[config.mk]
export PLATFORM = sky130hd
export DESIGN_NAME = univ_shift_reg
export DESIGN_NICKNAME = d
export VERILOG_FILES = /design/src/rtl/shift_reg_pkg.sv /design/src/rtl/dff_en_cell.sv /design/src/rtl/univ_shift_reg.sv
export SDC_FILE = /design/constraint.sdc
export NUM_CORES = 1
export LEC_CHECK = 0
export BUFFER_PORTS_ARGS = -buffer_cell sky130_fd_sc_hd__buf_2
export CAP_MARGIN = 20
export CELL_PAD_IN_SITES_DETAIL_PLACEMENT = 0
export CELL_PAD_IN_SITES_GLOBAL_PLACEMENT = 1
export CORE_UTILIZATION = 35
export CTS_BUF_LIST = sky130_fd_sc_hd__clkbuf_8
export DETAILED_ROUTE_END_ITERATION = 6
export HOLD_SLACK_MARGIN = 0.02
export PLACE_DENSITY = 0.92
export SYNTH_ARGS = -nofsm -noshare
export SYNTH_HDL_FRONTEND = slang
export SYNTH_SLANG_ARGS = --single-unit
[constraint.sdc]
create_clock -name clk -period 4.12 [get_ports clk]
set_clock_uncertainty 0.1 [all_clocks]
set_input_delay 0.412 -clock clk [delete_from_list [all_inputs] [get_ports clk]]
set_output_delay 0.412 -clock clk [all_outputs]
set_load 0.02 [all_outputs]
[src/rtl/shift_reg_pkg.sv]
// Shared definitions for the universal shift register: mode encodings and
// the shift counter width derivation.
package shift_reg_pkg;

    localparam logic [1:0] MODE_HOLD = 2'b00;
    localparam logic [1:0] MODE_SHR  = 2'b01;
    localparam logic [1:0] MODE_SHL  = 2'b10;
    localparam logic [1:0] MODE_LOAD = 2'b11;

    // Counter must hold values 0..width inclusive, hence one extra bit.
    function automatic int calc_cw(input int width);
        return $clog2(width) + 1;
    endfunction

endpackage

[src/rtl/dff_en_cell.sv]
// Single-bit enable-gated D flip-flop with async active-high reset to 0.
module dff_en_cell (
    input  logic clk,
    input  logic rst,
    input  logic en,
    input  logic d,
    output logic q,
    output logic qbar
);

    always_ff @(posedge clk or posedge rst) begin
        if (rst) begin
            q <= 1'b0;
        end else if (en) begin
            q <= d;
        end
    end

    assign qbar = ~q;

endmodule

[src/rtl/univ_shift_reg.sv]
// WIDTH-bit universal shift register (hold/shift right/shift left/load) built
// from dff_en_cell bit cells, with a saturating shift counter.
module univ_shift_reg
    import shift_reg_pkg::*;
#(
    parameter  int WIDTH = 4,
    localparam int CW    = calc_cw(WIDTH)
) (
    input  logic             clk,
    input  logic             rst,
    input  logic             en,
    input  logic [1:0]       mode,
    input  logic             sin_r,
    input  logic             sin_l,
    input  logic [WIDTH-1:0] pdata,
    output logic [WIDTH-1:0] q,
    output logic [WIDTH-1:0] qbar,
    output logic             sout_r,
    output logic             sout_l,
    output logic [CW-1:0]    shift_cnt,
    output logic             word_done
);

    logic [WIDTH-1:0] shr_vec;
    logic [WIDTH-1:0] shl_vec;
    logic [WIDTH-1:0] next_q;

    assign shr_vec = {sin_r, q[WIDTH-1:1]};
    assign shl_vec = {q[WIDTH-2:0], sin_l};

    // Per-bit 4:1 next-value mux feeding each enable-gated cell.
    for (genvar i = 0; i < WIDTH; i++) begin : g_bit
        always_comb begin
            next_q[i] = q[i];
            case (mode)
                MODE_HOLD: next_q[i] = q[i];
                MODE_SHR:  next_q[i] = shr_vec[i];
                MODE_SHL:  next_q[i] = shl_vec[i];
                MODE_LOAD: next_q[i] = pdata[i];
                default:   next_q[i] = q[i];
            endcase
        end

        dff_en_cell u_cell (
            .clk  (clk),
            .rst  (rst),
            .en   (en),
            .d    (next_q[i]),
            .q    (q[i]),
            .qbar (qbar[i])
        );
    end

    // Shift counter: cleared by load, saturates at WIDTH so word_done latches
    // until the next load or reset.
    always_ff @(posedge clk or posedge rst) begin
        if (rst) begin
            shift_cnt <= '0;
        end else if (en) begin
            case (mode)
                MODE_LOAD: shift_cnt <= '0;
                MODE_SHR, MODE_SHL: begin
                    if (shift_cnt != CW'(WIDTH)) begin
                        shift_cnt <= shift_cnt + 1'b1;
                    end
                end
                default: shift_cnt <= shift_cnt;
            endcase
        end
    end

    assign word_done = (shift_cnt == CW'(WIDTH));
    assign sout_r    = q[0];
    assign sout_l    = q[WIDTH-1];

endmodule

==> run_results.csv <==
group,metric,value,unit
yosys,synth_cell_types,16,
final_layout,mostFrequentLayoutCells,"buf_2 (24), inv_1 (11), dfrtp_1 (7), a21oi_1 (6), a22o_1 (6)",
power,p_leak,0.369,nW
yosys,synthXorXnorAreaFrac,0,%
detailed_routing,drt_iter0_markers,10,
final_layout,diodes,0,
power,p_clk_share,29.2,%
detailed_routing,first_pass_iters,4,
final_layout,final-seq-area,175,µm²
global_routing,first_global_vias,346,
setup_path,worstReg2RegStart,"shift_cnt[0]",
final_layout,final_nets,97,
setup_path,critPathSlowestCell,"dfrtp_1",
setup_path,worstSetupPathType,"reg2out",
clocking,clk_pin_slew_worst_paths,0.04,ns
timing,rsz0062_at_grt,"no",
power,switching_power,0.000130,W
final_layout,final_common_cell,"buf_2",
detailed_routing,drc,0,
final_layout,syn2layout_area_growth,24.9,%
global_routing,grt_max_degree,9,
yosys,avgSynthCellArea,8.72,µm²
yosys,synth_top_family_by_area,"compound AO/OA/AOI/OAI gates",
power,ir_drop,0.194,mV
yosys,synthMuxAreaShare,1.91,%
clocking,cts_made_buffers,3,
min_path,hold_start,"sin_r",
timing,tightest_slew,0.282,ns
detailed_routing,vias,458,
setup_path,worstSetupStartpointType,"flip-flop",
place,dp_hpwl,804,µm
yosys,synth_fa_ha_area_share,12.0,%
timing,fmax,569,MHz
timing,drv_slew,0,
timing,finalSetupViolCount,0,
detailed_routing,wl_per_cell,10.8,µm
detailed_routing,ant_nets,0,
setup_path,cp.arrival,1.25,ns
run_status,status,"finished clean",
timing,final.setup.tns,0,ns
place,gp_congestion,0.714,
timing,fin_crit_sh,42.7,%
setup_path,required,3.61,ns
power,swShare,39.1,%
die,start_util,38.7,%
yosys,syn_nets,76,
detailed_routing,via_per_inst,4.82,
setup_path,critPathCaptureType,"output pin",
clocking,clk_path_buf_depth,2,
final_layout,multi_input_area,246,µm²
clocking,cts_tree,"yes",
job,cap_violations,0,
power,combPwrFrac,39.4,%
global_routing,grt_antenna_before_repair,0,
timing,slew_headroom,81.2,%
final_layout,drive_above_1_share,35.0,%
yosys,synthCells,60,
yosys,seq_area_frac_synth,33.5,%
yosys,synth_area,523,µm²
setup_path,crit_path_max_incr_delay,0.39,ns
yosys,ys_ff_latch,7,
global_routing,grt_usage,14.2,%
yosys,synth_compound_area_share,24.9,%
timing,timing.hold.ws,0.359,ns
power,intPower,0.000202,W
yosys,synth-simple-area-share,8.37,%
die,die_x,40.7,µm
setup_path,cp_max_fo,4,
min_path,hp-class,"in2reg",
power,p_seq_share,31.4,%
die,die_h,40.7,µm
die,placeableCoreArea,1350,µm²
clocking,clk_latency,0.23,ns
setup_path,cp_cell_sequence,"inv_1, ha_1, and2_4, buf_2",
clocking,htree_levels,1,
power,p_per_area,509,nW/µm²
die,rows,13,
detailed_routing,wl,1020,µm
global_routing,overflow,0,
clocking,numClockSinks,7,
die,ios,25,
clocking,root_buffer,"clkbuf_8",
clocking,postCtsSetupBuffers,0,
place,port_buffers,24,
final_layout,fillers,144,
yosys,yosysWarnings,0,
setup_path,worstSetupStartpoint,"shift_cnt[0]",
timing,hold_violations,0,
timing,min_period,1.76,ns
global_routing,grt_pass1_wl,1470,µm
die,die_area,1650,µm²
-- synth_stat cells, drive strengths merged --
cell	count	area share [%]
a211oi	4	5.7
a21boi	1	1.4
a21oi	6	5.7
a22o	6	10
and2	1	1.7
buf	8	11
clkbuf	1	0.72
dfrtp	7	33
ha	5	12
inv	10	7.2
mux2i	1	1.9
nand2	4	2.9
nand2b	1	1.2
nor2	1	0.72
nor3	2	1.9
o21ai	2	1.9
-- state kept, by name, indices dropped and copies added, names as in the netlist --
| signal | cells |
|---|---|
| g_bit.u_cell.q | 4 |
| shift_cnt | 3 |
-- area by class of cell --
class | count | area share [%]
timing repair buffer | 25 | 19.9
multi-input combinational | 34 | 37.7
clock inverter | 1 | 0.575
inverter | 10 | 5.75
tap | 15 | 2.87
clock buffer | 3 | 6.32
sequential | 7 | 26.8
-- power by group through the flow --
stage                     Sequential (W)   Clock, W  Combinational [W]
final                           0.000104  0.0000972           0.000131
after CTS                       0.000104   0.000102           0.000132
after floorplan                 0.000118          0          0.0000938
after detailed placement        0.000105          0           0.000131
after global placement          0.000105          0           0.000130
after global routing            0.000108   0.000103           0.000147
-- layer usage --
layer	track usage (%)	routed length, µm
met5	0	0
met2	20.2	475
met3	4.89	53
met4	7.50	23
met1	18.5	473
-- cell families (layout without fill, tap and decap cells) --
logic type / count (synthesis) / in the layout
AOI/OAI and AO/OA: 19 / 19
buffers and inverters: 19 / 39
and+or+nand+nor: 9 / 9
DFF: 7 / 7
adders and majority gates: 5 / 5
muxes: 1 / 1
-- final timing paths --
path                                     end  cells after the start  slack, ns
min in group asynchronous       shift_cnt[2]                      3       0.56
hold reg to reg                 shift_cnt[0]                      2       0.44
setup / recovery                   word_done                      4       2.36
setup reg to reg                shift_cnt[1]                      5       2.61
max in group asynchronous       shift_cnt[0]                      3       3.15
hold / removal             g_bit[3].u_cell.q                      3       0.36
-- critical path, delay by kind of cell (launching register included) --
kind / cells / cell delay [ns]
DFF: 1 / 0.39
adders and majority gates: 1 / 0.23
buffers and inverters: 2 / 0.23
and+or+nand+nor: 1 / 0.17
-- stage by stage --
step                      util [%]  worst slack, ns  instances  instance area, µm²  total power (W)
final                         48.4             2.36         95                 653         0.000333
after global routing          48.4             2.29         95                 653         0.000357
after floorplan                  -             2.49         60                 523         0.000211
after detailed placement      44.3             2.55         90                 598         0.000236
after CTS                     48.4             2.35         95                 653         0.000339
after global placement        44.3             2.58         90                 598         0.000235
-- timing repair --
item	4_1_cts	5_1_grt
hold buffers	1	0
endpoints found under the setup margin	0	0
gates resized for setup	0	0
hold endpoints to repair	7	0
No activity file was read; power rests on OpenSTA's default activity.
